--- src/rtl/tea_pkg.sv ---
// tea_pkg: shared encodings and helpers for the TEA cipher core.
package tea_pkg;
   localparam logic MODE_ENC = 1'b0;
   localparam logic MODE_DEC = 1'b1;
   typedef enum logic [1:0] {IDLE, RUN, DONE} state_t;
   // Starting sum for decryption: delta advanced by every round, kept to w bits.
   function automatic logic [63:0] tea_sum_init(input logic [63:0] delta, input int rounds, input int w);
      logic [63:0] p;
      p = delta * 64'(rounds);
      return (w >= 64) ? p : p & ((64'd1 << w) - 64'd1);
   endfunction
endpackage

--- src/rtl/tea_cipher_core_round.sv ---
// tea_round: one combinational TEA Feistel cycle, encrypt or decrypt.
module tea_round import tea_pkg::*; #(
   parameter int W = 32
) (
   input  logic [W-1:0] v0,
   input  logic [W-1:0] v1,
   input  logic [W-1:0] sum,
   input  logic [W-1:0] k0,
   input  logic [W-1:0] k1,
   input  logic [W-1:0] k2,
   input  logic [W-1:0] k3,
   input  logic [W-1:0] delta,
   input  logic         mode,
   output logic [W-1:0] v0_next,
   output logic [W-1:0] v1_next,
   output logic [W-1:0] sum_next
);
   function automatic logic [W-1:0] mix(input logic [W-1:0] v, s, ka, kb);
      return ((v << 4) + ka) ^ (v + s) ^ ((v >> 5) + kb);
   endfunction
   logic [W-1:0] s_enc, e0, d1;
   // Encrypt advances sum first; decrypt uses the current sum and retreats after.
   always_comb begin
      s_enc    = sum + delta;
      e0       = v0 + mix(v1, s_enc, k0, k1);
      d1       = v1 - mix(v0, sum, k2, k3);
      v0_next  = (mode == MODE_DEC) ? v0 - mix(d1, sum, k0, k1) : e0;
      v1_next  = (mode == MODE_DEC) ? d1 : v1 + mix(e0, s_enc, k2, k3);
      sum_next = (mode == MODE_DEC) ? sum - delta : s_enc;
   end
endmodule

--- src/rtl/tea_cipher_core.sv ---
// tea_cipher_core: parametrised TEA encrypt/decrypt engine with valid/ready
// handshakes, UNROLL rounds per clock.
module tea_cipher_core import tea_pkg::*; #(
   parameter int          W         = 32,
   parameter int          ROUNDS    = 32,
   parameter int          UNROLL    = 1,
   parameter logic [31:0] DELTA_DEF = 32'h9E3779B9
) (
   input  logic           clk,
   input  logic           rst,
   input  logic           in_valid,
   output logic           in_ready,
   input  logic           mode,
   input  logic [4*W-1:0] key,
   input  logic           delta_sel,
   input  logic [W-1:0]   delta_in,
   input  logic [2*W-1:0] wdata,
   output logic           out_valid,
   input  logic           out_ready,
   output logic [2*W-1:0] rdata,
   output logic           busy
);
   localparam int STEPS = ROUNDS / UNROLL;
   localparam int CW    = $clog2(STEPS + 1);
   state_t         state;
   logic [W-1:0]   v0, v1, sum, delta_r, din;
   logic [4*W-1:0] key_r;
   logic           mode_r;
   logic [CW-1:0]  cnt;
   logic [W-1:0]   cv0 [UNROLL+1];
   logic [W-1:0]   cv1 [UNROLL+1];
   logic [W-1:0]   cs  [UNROLL+1];
   assign din    = delta_sel ? delta_in : W'(DELTA_DEF);
   assign cv0[0] = v0;
   assign cv1[0] = v1;
   assign cs[0]  = sum;
   genvar i;
   generate
      for (i = 0; i < UNROLL; i++) begin : g_round
         tea_round #(.W(W)) u_round (
            .v0(cv0[i]), .v1(cv1[i]), .sum(cs[i]),
            .k0(key_r[W-1:0]), .k1(key_r[2*W-1:W]), .k2(key_r[3*W-1:2*W]), .k3(key_r[4*W-1:3*W]),
            .delta(delta_r), .mode(mode_r),
            .v0_next(cv0[i+1]), .v1_next(cv1[i+1]), .sum_next(cs[i+1])
         );
      end
   endgenerate
   always_ff @(posedge clk or posedge rst) begin
      if (rst) begin
         state     <= IDLE;
         in_ready  <= 1'b1;
         out_valid <= 1'b0;
         busy      <= 1'b0;
         rdata     <= '0;
         cnt       <= '0;
         sum       <= '0;
         v0        <= '0;
         v1        <= '0;
         key_r     <= '0;
         mode_r    <= MODE_ENC;
         delta_r   <= '0;
      end else begin
         case (state)
            IDLE: if (in_valid) begin
               v0       <= wdata[W-1:0];
               v1       <= wdata[2*W-1:W];
               key_r    <= key;
               mode_r   <= mode;
               delta_r  <= din;
               cnt      <= CW'(STEPS);
               sum      <= (mode == MODE_DEC) ? W'(tea_sum_init(64'(din), ROUNDS, W)) : '0;
               in_ready <= 1'b0;
               busy     <= 1'b1;
               state    <= RUN;
            end
            RUN: begin
               v0  <= cv0[UNROLL];
               v1  <= cv1[UNROLL];
               sum <= cs[UNROLL];
               cnt <= cnt - CW'(1);
               if (cnt == CW'(1)) begin
                  rdata     <= {cv1[UNROLL], cv0[UNROLL]};
                  out_valid <= 1'b1;
                  state     <= DONE;
               end
            end
            DONE: if (out_ready) begin
               out_valid <= 1'b0;
               busy      <= 1'b0;
               in_ready  <= 1'b1;
               state     <= IDLE;
            end
            default: state <= IDLE;
         endcase
      end
   end
endmodule

--- config.mk ---
export PLATFORM = sky130hd
export DESIGN_NAME = tea_cipher_core
export DESIGN_NICKNAME = d
export VERILOG_FILES = /design/src/rtl/tea_pkg.sv /design/src/rtl/tea_cipher_core_round.sv /design/src/rtl/tea_cipher_core.sv
export SDC_FILE = /design/constraint.sdc
export NUM_CORES = 2
export LEC_CHECK = 0
export ABC_AREA = 1
export ABC_CLOCK_PERIOD_IN_PS = 14750
export BUFFER_PORTS_ARGS = -buffer_cell sky130_fd_sc_hd__buf_2
export CAP_MARGIN = 20
export CORE_MARGIN = 5
export CORE_UTILIZATION = 63
export DETAILED_ROUTE_END_ITERATION = 6
export PLACE_DENSITY = 0.83
export SLEW_MARGIN = 20
export SYNTH_ARGS = -nofsm -noshare
export SYNTH_HDL_FRONTEND = slang
export SYNTH_SLANG_ARGS = --single-unit
export TNS_END_PERCENT = 1
--- constraint.sdc ---
create_clock -name clk -period 14.75 [get_ports clk]
set_clock_uncertainty 0.15 [all_clocks]
set_input_delay 2.2125 -clock clk [delete_from_list [all_inputs] [get_ports clk]]
set_output_delay 2.2125 -clock clk [all_outputs]
set_load 0.005 [all_outputs]
# After elaboration in Yosys (flattened, before gate mapping)
# Index checks and enable logic that the tools add are counted.
# Widths: inputs -> output; s select.
dict set report totals {
  ff_bits 332
  elab_cells 80
  input_bits 230
}
dict set report classes {
  muxes 25
  n_reduce_logical 10
  bitwise 8
  add_sub_neg 19
  n_eq_ne 6
}
# cell n
set op_table {}
lappend op_table {{$add 32x32->32} 11}
lappend op_table {{$mux 32} 8}
lappend op_table {{$xor 32x32->32} 8}
lappend op_table {{$pmux 32 s2} 3}
lappend op_table {{$add 27x32->32} 4}
lappend op_table {{$sub 32x32->32} 3}
lappend op_table {{$pmux 6 s2} 1}
lappend op_table {{$reduce_and 3->1} 3}
lappend op_table {{$eq 6x1->1 const B} 1}
lappend op_table {{$mux 2} 3}
lappend op_table {{$mux 6} 1}
lappend op_table {{$ne 2x2->1 const B} 3}
lappend op_table {{$pmux 1 s2} 3}
lappend op_table {{$pmux 2 s3} 1}
lappend op_table {{$reduce_and 2->1} 3}
lappend op_table {{$reduce_bool 2->1} 3}
lappend op_table {{$sub 6x1->6 const B} 1}
lappend op_table {{$mux 1} 5}
lappend op_table {{$eq 2x1->1 const B} 1}
lappend op_table {{$eq 2x2->1 const B} 1}
lappend op_table {{$logic_not 2->1} 1}

# Longest topological paths before layout
dict set report depth {
  ltp_word 11
  ltp_mapped 59
  ltp_nobuf 58
}

# By module
# Synthesis repeated with hierarchy kept, for this count alone.
dict set report hier_totals {
  hier_cells 6137
  hier_area_um2 42550.8
}
# mod seq_area_each_um2 cells_each area_each_um2 n_inst
set modules_own_cells {}
lappend modules_own_cells {tea_round 0.0 4587 29309.4 1}
lappend modules_own_cells {tea_cipher_core 8309.2 1550 13241.4 1}

# Worst setup path after synthesis
# OpenSTA, ideal clock, no wires.
dict set report synth_path {
  path_kind {register -> register}
  startpoint {register sum[2]}
  endpoint {register rdata[63]}
  n_path_buf 1
  arrival_ns 7.967
  setup_time_ns 0.065
  setup_slack_ns 6.568
  t_required_ns 14.535
  path_stages_with_launch 53
  cell_sequence {dfrtp_1 > ha_1 > buf_4 > inv_2 > a21oi_1 > o21bai_1 > a21oi_1 > o21ai_0 > xor2_1 > inv_1 > ha_1 > nand2_1 > inv_1 > a21oi_1 > nand2_1 > a31oi_1 > o21ai_0 > a31o_2 > [... 17 more ...] > xnor2_1 > xor2_1 > inv_1 > ha_1 > nand2_1 > nor4_1 > nand3_1 > nand3_1 > nand4_1 > o211ai_1 > a21boi_1 > o21ai_0 > inv_1 > nand3_1 > nand3_1 > nand2_1 > nand2_1 > nand2_1}
}
dict set report synth_via {
  elab_chain_cells 10
}
# item line
set synth_lines {}
lappend synth_lines {{start, declared} tea_cipher_core.sv:26} ;# logic [W-1:0] v0, v1, sum, delta_r, din;
lappend synth_lines {{start signal, assigned} tea_cipher_core.sv:71} ;# sum <= (mode == MODE_DEC) ? W'(tea_sum_init(64'(din), ROUNDS, W)) : '0;
lappend synth_lines {{start signal, assigned} tea_cipher_core.sv:79} ;# sum <= cs[UNROLL];
lappend synth_lines {{$add 32x32->32} tea_cipher_core_round.sv:24} ;# s_enc = sum + delta;
lappend synth_lines {{$add 32x32->32} tea_cipher_core_round.sv:19} ;# return ((v << 4) + ka) ^ (v + s) ^ ((v >> 5) + kb);
lappend synth_lines {{$xor 32x32->32 (2 in series)} tea_cipher_core_round.sv:19}
lappend synth_lines {{$add 32x32->32} tea_cipher_core_round.sv:25} ;# e0 = v0 + mix(v1, s_enc, k0, k1);
lappend synth_lines {{$add 32x32->32} tea_cipher_core_round.sv:19}
lappend synth_lines {{$xor 32x32->32 (2 in series)} tea_cipher_core_round.sv:19}
lappend synth_lines {{$add 32x32->32} tea_cipher_core_round.sv:28} ;# v1_next = (mode == MODE_DEC) ? d1 : v1 + mix(e0, s_enc, k2, k3);
lappend synth_lines {{$mux 32 *} tea_cipher_core_round.sv:28}
lappend synth_lines {{end signal, assigned} tea_cipher_core.sv:82} ;# rdata <= {cv1[UNROLL], cv0[UNROLL]};
lappend synth_lines {{end, declared} tea_cipher_core.sv:20} ;# output logic [2*W-1:0] rdata,
# Mark *: on every way between the ends. The rest lies on a longest branch, timed or not.
# A chain may end at the register's enable or synchronous reset.

# Worst setup path in the final report
dict set report layout_path {
  startpoint {register sum[2]}
  endpoint {register v1[31]}
}
dict set report layout_via {
  elab_chain_cells 11
}
# item line
set layout_lines {}
lappend layout_lines {{$add 32x32->32} tea_cipher_core_round.sv:24}
lappend layout_lines {{$add 32x32->32} tea_cipher_core_round.sv:19}
lappend layout_lines {{$xor 32x32->32 (2 in series)} tea_cipher_core_round.sv:19}
lappend layout_lines {{$add 32x32->32} tea_cipher_core_round.sv:25}
lappend layout_lines {{$add 32x32->32} tea_cipher_core_round.sv:19}
lappend layout_lines {{$xor 32x32->32 (2 in series)} tea_cipher_core_round.sv:19}
lappend layout_lines {{$add 32x32->32} tea_cipher_core_round.sv:28}
lappend layout_lines {{$mux 32 *} tea_cipher_core_round.sv:28}
lappend layout_lines {{$pmux 32 s2 *} tea_cipher_core.sv:63} ;# case (state)
lappend layout_lines {{end signal, assigned} tea_cipher_core.sv:66} ;# v1 <= wdata[2*W-1:W];
lappend layout_lines {{end signal, assigned} tea_cipher_core.sv:78} ;# v1 <= cv1[UNROLL];
lappend layout_lines {{end, declared} tea_cipher_core.sv:26}
# Marked as above.

==> impl_metrics.ini <==
[sta]
min_period_ps = 11880
fin_crit_sh_pct = 80.5
hold_slack_ps = 327
drv_slew = 0
worstMarginPinSlew_ps = 1210
finalHoldViolCount = 0
final.setup.tns_ps = 0
rsz0062_at_grt = no
fmax_mhz = 84.2
max_slew_margin_pct = 19.7
finalSetupViolations = 0
fin_ws_ps = 2870

[worst_setup_path]
startpoint_type = flop
path_class = reg -> reg
worstSetupStartpoint = sum[2]
crit_top_cell = nand2_1
rr_startpoint = sum[2]
r2r_end = v1[31]
cp-endpoint = v1[31]
cp.required_ps = 15110
cp.arrival_ps = 12230
slowest_stage = xor2_1
cp_max_fo = 7
slowest_delay_ps = 720
r2r_slack_ps = 2870
r2r_cells = 51
cp-end-kind = flop

[synthesis]
async_flop_share_pct = 100
synth_area_leaders = dfrtp_1, ha_1, nand2_1
synth_area_mm2 = 0.0422
synth_edf_count = 0
synth_nets = 6856
syn_avg_cell_area_um2 = 6.96
synth_common_cells = nand2_1, inv_1, a21oi_1
ys_types = 71
yosys.area.top_type_share_pct = 19.6
synth_largest_area_cell = dfrtp_1
synth_most_common_cell = nand2_1
synth-main-ff-cell = dfrtp_1
yosys_register_bits = 332
ys_seq_area_share_pct = 19.7
syn_inst = 6063
yosysWarningCount = 0

[global_route]
gr-usage-all-layers_pct = 46.1
antenna_found_initial = 11
grt_max_degree = 95
gr-total-overflow = 0
grt_pass1_wl_um = 254000
grt_pass1_vias = 44100

[detailed_routing]
wl_met3_um = 24300
wl_um = 174000
vias = 46200
wl_met2_um = 73800
detail_route.first_pass.iterations = 7
drtIter0Drc = 6062
met1_length_um = 64700
via_per_inst = 6.40
wire_per_inst_um = 24.2
top_layer = met5
drcViolationCount = 3
drt.antenna.violating_nets = 0

[cts]
cts_tree = done
htreeDepth = 2
clk_path_buf_depth = 3
clk-insertion-delay-late_ps = 600
postCtsHoldBufs = 0
cts_buffers = 39
clk_pin_slew_ps = 70
root_buffer = clkbuf_16
post_cts_resized = 0
clkSinkCount = 332
post_cts_buffers = 0

[worst_hold_path]
hold_class = reg -> reg
hold_start = rdata[33]

[floorplanning]
ioPinCount = 297
die_y_um = 269
initial_core_util_pct = 63.2
die_w_um = 269
rows = 95
fp.coreArea_mm2 = 0.0668
die-area_mm2 = 0.0723

[placement]
port_buffers = 296
gp_congestion = 1.07
post-place-ws_ps = 3560
dp.cells = 7145
place_hpwl_um = 142000

[flow_run]
cap_violations = 0

[final_layout]
fin_nets = 7106
drive_above_1_share_pct = 9.07
fill_cells = 5782
layoutNonFillerInstCount = 7216
area_delta_synth_final_pct = 8.79

[status]
violations = design-rule violations
outcome = finished, violations left
==> cells in the final DEF, fill, tap and decap left out, types with 15 or more instances in the layout <==
cell | synthesis | routed
nand2_2 | 21 | 21
nand2_1 | 1669 | 1668
o21a_1 | 30 | 30
nand4_1 | 37 | 37
a21o_1 | 40 | 40
or2_2 | 32 | 32
nand3_1 | 287 | 287
xor2_1 | 450 | 450
o21bai_1 | 25 | 25
o221ai_1 | 16 | 16
nor3_1 | 46 | 46
fa_1 | 18 | 18
o21ai_1 | 35 | 35
a21oi_1 | 563 | 563
o21ai_2 | 35 | 35
ha_1 | 545 | 545
o21ai_0 | 318 | 318
clkbuf_16 | 0 | 40
a31oi_1 | 64 | 64
dfrtp_1 | 331 | 330
nor2_1 | 286 | 283
buf_2 | 9 | 296
a21boi_1 | 24 | 24
inv_1 | 565 | 564
a21oi_2 | 15 | 15
xnor2_1 | 230 | 230
nor4_1 | 25 | 25
buf_4 | 10 | 35
o211ai_1 | 62 | 62
==> sequential cells by signal, summed over array words and instances (netlist names) <==
register and count:
key_r 128, mode_r 1, in_ready 1, state 2, cnt 6, v1 32, busy 1, v0 32
delta_r 32, sum 32, out_valid 1, rdata 64
==> metal layers <==
metal / vias to the layer above / global-route usage, %
li1: 20800 / -
met1: 21500 / 58.7
met2: 3116 / 70.9
met3: 717 / 13.5
met4: 18 / 24.3
met5: - / 0
==> logic make-up (layout without fill, tap and decap cells) <==
kind of cell / after synthesis / in the layout / share of synthesized area (%)
simple gates: 2454 / 2454 / 24.0
other cells: 0 / 1 / 0
flops: 332 / 332 / 19.7
mux: 5 / 5 / 0.127
xor+xnor: 682 / 682 / 14.2
fa+ha+maj: 563 / 563 / 17.0
buf+inv: 702 / 981 / 6.46
compound gates: 1325 / 1325 / 18.5
==> area by class of cell <==
type	instances	area [um2]	area share, %
Antenna cell	1	2.50	0.00545
Clock buffer	50	1110	2.41
Clock inverter	20	259	0.564
Multi-Input combinational cell	5029	31200	68.0
Timing Repair Buffer	331	1740	3.80
Inverter	580	2190	4.78
Tap cell	873	1090	2.38
Sequential cell	332	8310	18.1
==> per-stage QoR <==
step,area (um2),util [%]
3_5_place_dp,44600,66.7
2_1_floorplan,42200,-
3_3_place_gp,44600,66.7
4_1_cts,45900,68.7
6_report,45900,68.7
5_1_grt,45900,68.7
==> worst min-delay path by stage <==
stage,to,slack [ps],cells after the start
6_report,rdata[33],330,2
5_1_grt,rdata[28],350,2
4_1_cts,rdata[54],330,2
3_5_place_dp,in_ready,310,2
3_3_place_gp,rdata[32],300,2
2_1_floorplan,state[1],300,1
==> critical path, delay by kind of cell (launching register included) <==
kind / cells / cell delay (ps)
flops: 1 / 620
buf+inv: 7 / 690
simple gates: 18 / 2920
compound gates: 15 / 3390
xor+xnor: 6 / 2160
fa+ha+maj: 5 / 1840
Power is not shown: default switching activity piles up to over one toggle a cycle in this logic, so the estimate is an artifact.
